**src/rtl/combone_router.sv**
```systemverilog
// combone_router: one registered stage of a 5-port bufferless deflection
// router (N, S, E, W network ports plus Local).
// Every valid network flit leaves on exactly one output one cycle later.
// It is routed productively, ejected to Local, or deflected to the lowest
// free network port. The Local injection flit is served last.
//
// Build option: define DEFLECT_AGE_EN to turn on age-based priority.
// With it, a deflected flit has its age (bits 8:6) incremented, saturating
// at 7. Without it, priority is fixed port order N, S, E, W, then Local, and
// the age bits pass through unchanged.
//
// Flit format: bit 9 valid, bits 8:6 age, bits 5:3 dest X, bits 2:0 dest Y.
// An all-zero flit is the idle/invalid flit.
module combone_router #(
    parameter int LOCAL_X = 3,
    parameter int LOCAL_Y = 3
) (
    input  logic       clksig,
    input  logic       rstsig,
    input  logic [9:0] nin,
    input  logic [9:0] sin,
    input  logic [9:0] ein,
    input  logic [9:0] win,
    input  logic [9:0] lin,
    output logic [9:0] nout,
    output logic [9:0] sout,
    output logic [9:0] eout,
    output logic [9:0] wout,
    output logic [9:0] lout,
    output logic       lack
);

`ifdef DEFLECT_AGE_EN
    localparam bit AGE_EN = 1'b1;
`else
    localparam bit AGE_EN = 1'b0;
`endif

    // Output port encoding, also used as the index into the output arrays.
    typedef enum logic [2:0] {
        PORT_N    = 3'd0,
        PORT_S    = 3'd1,
        PORT_E    = 3'd2,
        PORT_W    = 3'd3,
        PORT_L    = 3'd4,
        PORT_NONE = 3'd7
    } port_e;

    typedef struct packed {
        port_e port;
        logic  deflected;
    } grant_t;

    // Minimal-path port: resolve X first, then Y, else the flit is home.
    function automatic port_e productive_port(input logic [9:0] f);
        port_e p;
        if (int'(f[5:3]) > LOCAL_X)      p = PORT_E;
        else if (int'(f[5:3]) < LOCAL_X) p = PORT_W;
        else if (int'(f[2:0]) > LOCAL_Y) p = PORT_N;
        else if (int'(f[2:0]) < LOCAL_Y) p = PORT_S;
        else                             p = PORT_L;
        return p;
    endfunction

    // Sort key: older flits go first; with ageing disabled every flit ties
    // and port order alone decides.
    function automatic logic [2:0] prio_key(input logic [9:0] f);
        return AGE_EN ? f[8:6] : 3'd0;
    endfunction

    // Deflection penalty: bump the age so the flit wins more often later.
    function automatic logic [9:0] age_bump(input logic [9:0] f);
        logic [9:0] r;
        r = f;
        if (AGE_EN && f[8:6] != 3'b111) r[8:6] = f[8:6] + 3'd1;
        return r;
    endfunction

    // Productive port if free, otherwise the lowest free network port.
    // An eject candidate only ever asks for Local, so a network flit never
    // lands on Local unless it is ejecting.
    function automatic grant_t allocate(input logic [9:0] f, input logic [4:0] busy);
        grant_t g;
        port_e  p;
        p           = productive_port(f);
        g.port      = PORT_NONE;
        g.deflected = 1'b0;
        if (!busy[p]) begin
            g.port = p;
        end else begin
            g.deflected = 1'b1;
            if (!busy[PORT_N])      g.port = PORT_N;
            else if (!busy[PORT_S]) g.port = PORT_S;
            else if (!busy[PORT_E]) g.port = PORT_E;
            else if (!busy[PORT_W]) g.port = PORT_W;
        end
        return g;
    endfunction

    logic [9:0] flit_in [4];
    logic [1:0] rank    [4];
    logic [9:0] out_d   [5];
    logic [9:0] out_q   [5];
    logic [4:0] busy;
    grant_t     grant;
    logic       lack_d;
    logic       lack_q;

    assign flit_in[0] = nin;
    assign flit_in[1] = sin;
    assign flit_in[2] = ein;
    assign flit_in[3] = win;

    // Rank each network flit by how many valid flits outrank it (older, or
    // same age on an earlier port); valid flits get distinct ranks 0..3.
    always_comb begin
        for (int i = 0; i < 4; i++) begin
            rank[i] = 2'd0;
            for (int j = 0; j < 4; j++) begin
                if (j != i && flit_in[j][9] &&
                    (prio_key(flit_in[j]) > prio_key(flit_in[i]) ||
                     (prio_key(flit_in[j]) == prio_key(flit_in[i]) && j < i)))
                    rank[i] = rank[i] + 2'd1;
            end
        end
    end

    // Sequential port allocation: network flits in rank order, then Local
    // injection if a network output is still free.
    always_comb begin
        // NOTE: every variable written here gets a default first, so no path
        // leaves it unassigned and no latch is inferred.
        busy   = '0;
        grant  = '{port: PORT_NONE, deflected: 1'b0};
        lack_d = 1'b0;
        for (int k = 0; k < 5; k++) out_d[k] = '0;

        // NOTE: blocking assignments are intended here; each allocation must
        // see the ports claimed by the flits allocated before it.
        for (int p = 0; p < 4; p++) begin
            for (int i = 0; i < 4; i++) begin
                if (flit_in[i][9] && rank[i] == 2'(p)) begin
                    grant = allocate(flit_in[i], busy);
                    if (grant.port != PORT_NONE) begin
                        busy[grant.port]  = 1'b1;
                        out_d[grant.port] = grant.deflected ? age_bump(flit_in[i])
                                                            : flit_in[i];
                    end
                end
            end
        end

        // Injection needs a free network output; it then follows the same
        // rules as any other flit (eject, productive, or deflect).
        if (lin[9] && busy[3:0] != 4'hF) begin
            grant = allocate(lin, busy);
            if (grant.port != PORT_NONE) begin
                busy[grant.port]  = 1'b1;
                out_d[grant.port] = grant.deflected ? age_bump(lin) : lin;
                lack_d            = 1'b1;
            end
        end
    end

    // Output register stage: one-cycle latency, cleared by synchronous reset.
    always_ff @(posedge clksig) begin
        // NOTE: the output registers are real state visible at the ports, so
        // they are all cleared on reset rather than left to the first flit.
        if (!rstsig) begin
            for (int k = 0; k < 5; k++) out_q[k] <= '0;
            lack_q <= 1'b0;
        end else begin
            for (int k = 0; k < 5; k++) out_q[k] <= out_d[k];
            lack_q <= lack_d;
        end
    end

    assign nout = out_q[PORT_N];
    assign sout = out_q[PORT_S];
    assign eout = out_q[PORT_E];
    assign wout = out_q[PORT_W];
    assign lout = out_q[PORT_L];
    assign lack = lack_q;

endmodule

```
**config.mk**
```make
export PLATFORM = sky130hd
export DESIGN_NAME = combone_router
export DESIGN_NICKNAME = d
export VERILOG_FILES = /design/src/rtl/combone_router.sv
export SDC_FILE = /design/constraint.sdc
export NUM_CORES = 1
export LEC_CHECK = 0
export CAP_MARGIN = 10
export CORE_ASPECT_RATIO = 1.1
export CORE_MARGIN = 2
export CORE_UTILIZATION = 55
export CTS_CLUSTER_SIZE = 10
export DETAILED_ROUTE_END_ITERATION = 8
export GPL_TIMING_DRIVEN = 0
export PLACE_DENSITY_LB_ADDON = 0.3
export SKIP_LAST_GASP = 1
export SLEW_MARGIN = 20
export SYNTH_ARGS = -nofsm -noshare
export SYNTH_HDL_FRONTEND = slang
export SYNTH_SLANG_ARGS = --single-unit
```
**constraint.sdc**
```tcl
create_clock -name clksig -period 9.94 [get_ports clksig]
set_input_delay 1.491 -clock clksig [delete_from_list [all_inputs] [get_ports clksig]]
set_output_delay 1.491 -clock clksig [all_outputs]
set_load 0.02 [all_outputs]
```
# After elaboration in Yosys (flattened, before gate mapping)
# Memory sizes are Yosys's and may differ from the RTL's.
# Index checks and enable logic that the tools add are counted.
[op_classes]
mux = 273
n_div = 0
shift = 0
n_addsub = 2
n_eq_ne = 24
magnitude_cmp = 88
bitwise = 32
mul = 0
n_reduce_logical = 44
[ops]
columns = ["op", "count"]
rows = [
  ["$mux W50", 28],
  ["$bwmux W50", 13],
  ["$demux W10 S3", 14],
  ["$mux W3", 114],
  ["$mux W10", 19],
  ["$mux W5", 26],
  ["$lt A3 B4 Y1 const B", 27],
  ["$or A5 B5 Y5", 12],
  ["$ge A4 B4 Y1 const B", 14],
  ["$lt A4 B1 Y1 const B", 14],
  ["$not A3 Y4", 14],
  ["$and A50 B50 Y50", 1],
  ["$ne A3 B3 Y1 const B", 14],
  ["$logic_and A1 B1 Y1", 40],
  ["$bmux W1 S3", 13],
  ["$demux W1 S3", 13],
  ["$ge A3 B1 Y1 const B", 13],
  ["$mux W1", 31],
  ["$gt A3 B2 Y1 const B", 10],
  ["$lt A3 B2 Y1 const B", 10],
  ["$eq A2 B2 Y1 const B", 4],
  ["$logic_not A2 Y1", 3],
  ["$or A1 B1 Y1", 5],
  ["$eq A1 B2 Y1 const B", 2],
  ["7 further kinds", 9],
]
[word_totals]
ramBits = 50
reg_bits = 1
n_memories = 2
out_inout_bits = 51
mem_bits_ro = 8
inputBits = 52
latchBits = 0
[memory_table]
columns = ["memory", "depth", "width", "rd", "rd_clocked_by_memory_dff", "write_ports", "line", "source"]
rows = [
  ["out_q", 5, 10, 5, 0, 5, "103", "logic [9:0] out_q [5];"],
  ["(name not given)", 8, 1, 1, 0, 0, "88", "if (!busy[p]) begin"],
]

# Longest topological paths before layout
[logic_depth]
ltp_word = 188
depth_mapped = 36

# Least setup slack after synthesis
# No wires, ideal clock.
[synth_path]
path_kind = "in2reg"
from = "input nin[9]"
to = "memory out_q[2][0], in the netlist out_q[0][20]"
arrival_ns = 9.020
slack_ns = 0.802
path_buffers = 1
path_stages = 34
path_cell_list = "inv_1 -> ha_1 -> inv_1 -> a211o_1 -> a32o_1 -> or3_1 -> a41o_1 -> nor2_1 -> a211oi_2 -> or4_1 -> mux2_4 -> and4_4 -> o41ai_4 -> o21a_1 -> o31a_2 -> nand2_1 -> o22a_2 -> nor3_2 -> a311oi_4 -> o221ai_1 -> a211oi_1 -> a211o_1 -> and2_4 -> a311oi_2 -> nor2_4 -> and2_1 -> o211a_1 -> or2_4 -> o32ai_4 -> a211oi_2 -> o311ai_2 -> a41oi_1 -> buf_4 -> a32o_1"
[synth_lines]
columns = ["element", "line", "source"]
rows = [
  ["start, declared", "20", "input logic [9:0] nin,"],
  ["end, declared", "103", ""],
]

==> impl_results.md <==
- Internal Power: 585 µW
- Layout cells sized above 1: 27.9%
- Die X: 104 µm
- Met3 WL post-DR: 4720 µm
- Ant. Diodes: 0
- Vias in the first global route: 7627
- Final setup violation count: 35
- Sequential Power Share: 22.2%
- Maximum vdd ir drop: 0.126 mV
- Sw Pwr: 489 µW
- # H-tree levels: 2
- Post-synth EDFFs: 0
- Routed Wire Length: 30000 µm
- Initial Utilization: 56.0%
- Core ar.: 10800 µm²
- Placed instance area: 7160 µm²
- # DRC: 5
- Die area: 11900 µm²
- Placer Congestion: 1.06
- CP arrival: 10.24 ns
- Post-synth ARST share: 0%
- Syn Inst Count: 818
- Worst slew pin tran: 1.12 ns
- Fin cells: 1140
- Avg Cell Area, Syn: 7.40 µm²
- Largest net degree at the start of global routing: 18
- Rows: 40
- CP max FO: 9
- Hold Vio Cnt, Final: 0
- Min Tclk post-route: 10.06 ns
- Max-Cap Viols: 0
- Total track usage: 45.3%
- Setup Crit Path Kind: in -> reg
- Status: finished with violations
- Type of the most critical hold path: in -> reg
- Static leakage: 0.00332 µW
- Initial antenna violation count: 0
- Power Dens Cells: 123 nW/µm²
- Post-DP HPWL: 20200 µm
- Fmax: 0.0994 GHz
- Mean number of vias per cell: 7.83
- Routed met2 length: 12700 µm
- Synth top area cells: dfxtp_1 17%, nand2_1 6.5%, a32o_1 5.0%, nor2_1 4.8%, a221o_1 4.6%
- Final period util: 101%
- DRT antenna net count: 0
- Top cell type's share of synthesized area: 16.9%
- Placed insts: 1058
- CTS Sinks: 51
- Synth warnings: 0
- Mapped cell area: 6050 µm²
- Worst slack at placement: -1.74 ns
- Max Root-Sink Buffers: 2
- Port bufs: 91
- Slew Viols, Final: 0
- Slowest cell delay on critical path: 0.49 ns
- Most frequent cells in the layout: 98 x nand2_1, 80 x clkdlybuf4s50_1, 78 x buf_4
- Vias post-DR: 8924
- Top Metal Used: met4
- Design Area, Final: 8710 µm²
- Clock network power share: 16.3%
- Logic pwr share: 61.5%
- Seq/Total Area, Yosys: 16.9%
- First DRT Iteration DRCs: 1889
- Worst relative slew slack: 25.6%
- CP endpoint kind: register
- Hold-fix buffers at CTS: 0
- Grt ovf: 0
- Sw Share: 45.5%
- Final TNS setup: -2.20 ns
- Worst Setup Slack, final: -0.124 ns
- Yosys top cell by area: dfxtp_1
- # IOs: 103
- Clk root buf: clkbuf_16
- Ys flop type: dfxtp_1
- Crit-path most repeated cell: buf_4
- #FFs+latches synth: 51
- Die height: 114 µm
- Failing checks: DRC, setup timing
- CTS tree: built
- Final #Nets: 1049
- DR pass1 iterations: 9
- Num CTS Buffers: 5
- Critical Path RT: 10.11 ns
- First-pass GRT wire length: 42700 µm
- CP max-delay cell: a222oi_1
- Syn-to-layout area delta: 43.9%
- Clk pin slew, worst setup/hold paths: 0.07 ns
- Wirelength per Cell: 26.3 µm
- WL met1: 10100 µm
- Netlist cell types: 106
- Crit start category: input port
- Commonest non-fill, non-tap cell in the layout: nand2_1
==> critical path: cells and delay by family <==
kind / cells / cell delay [ns]
AOI/OAI and AO/OA: 18 / 5.02
and+or+nand+nor: 12 / 2.22
buffers and inverters: 6 / 1.12
muxes: 1 / 0.35
==> logic make-up (layout without fill, tap and decap cells) <==
kind of cell | after synthesis | in the layout | synth area share, %
flip-flops | 51 | 51 | 16.9
AO/OA/AOI/OAI | 374 | 374 | 50.5
other | 1 | 2 | 0.0620
AND/OR/NAND/NOR | 322 | 322 | 26.3
buffers and inverters | 60 | 234 | 4.24
multiplexers | 4 | 4 | 0.744
adder cells (fa/ha/maj) | 6 | 6 | 1.20
==> state kept, by name (all words and copies together), names as in the netlist <==
| signal | cells |
|---|---|
| lack | 1 |
| out_q | 50 |
==> stage by stage <==
| step | hold WS [ns] | utilization [%] | power, µW |
|---|---|---|---|
| final | 1.61 | 80.5 | 1070 |
| after global routing | 1.63 | 80.5 | 1100 |
| after CTS | 1.60 | 73.3 | 968 |
| after detailed placement | 1.91 | 66.3 | 748 |
| after global placement | 1.88 | 66.1 | 742 |
| after floorplan | 1.61 | - | 572 |
==> layout make-up <==
| class | count | area [µm²] |
|---|---|---|
| multi-input combinational | 708 | 5590 |
| fill | 737 | 2100 |
| timing repair buffer | 170 | 1490 |
| sequential | 51 | 1020 |
| tap | 147 | 184 |
| buffer | 34 | 178 |
| clock buffer | 5 | 125 |
| inverter | 22 | 88.8 |
| clock inverter | 3 | 23.8 |
==> power groups by stage <==
stage / clock, µW / combinational (µW) / sequential (µW)
after global placement: 0 / 501 / 242
after CTS: 172 / 557 / 239
after floorplan: 0 / 297 / 275
final: 175 / 660 / 239
after detailed placement: 0 / 505 / 243
after global routing: 182 / 676 / 240
==> synth_stat cells, types with 5 or more instances <==
cell and number:
a32o_1 30, inv_1 19, a221o_1 28, nor3_1 22
buf_4 5, o2bb2ai_1 9, nor2b_1 6, buf_2 10
nand2_1 105, nand4_1 5, clkbuf_1 20, a222oi_1 13
nand2b_1 7, o211ai_1 11, or2_2 9, and2_1 13
o31ai_1 6, a31oi_1 23, o32ai_1 7, nor2_1 77
nand3_1 23, and3_1 12, ha_1 5, o21ai_1 11
o21ai_0 36, a22o_1 22, or3_1 6, dfxtp_1 51
o41ai_1 5, or2_1 5, a211oi_1 10, a21boi_0 7
a21oi_1 54, a21o_1 13, o21a_1 9
==> per-layer routing <==
layer / global-route usage [%] / vias up
met5: 0 / -
met4: 24.2 / 0
met3: 11.3 / 301
met2: 72.6 / 1030
met1: 56.4 / 3968
li1: - / 3625
==> final timing paths <==
check,end,start,cells past startpoint
max,out_q[0][12]$_SDFF_PN0_,nin[5],37
min,out_q[0][9]$_SDFF_PN0_,rstsig,2
==> timing repair <==
action,4_1_cts,5_1_grt
resized for setup,90,115
pin swaps,28,42
endpoints found under the setup margin,49,49
gates cloned,0,1
endpoints found under the hold margin,0,0
buffers inserted,27,50
Power figures use the tool's default switching activity.
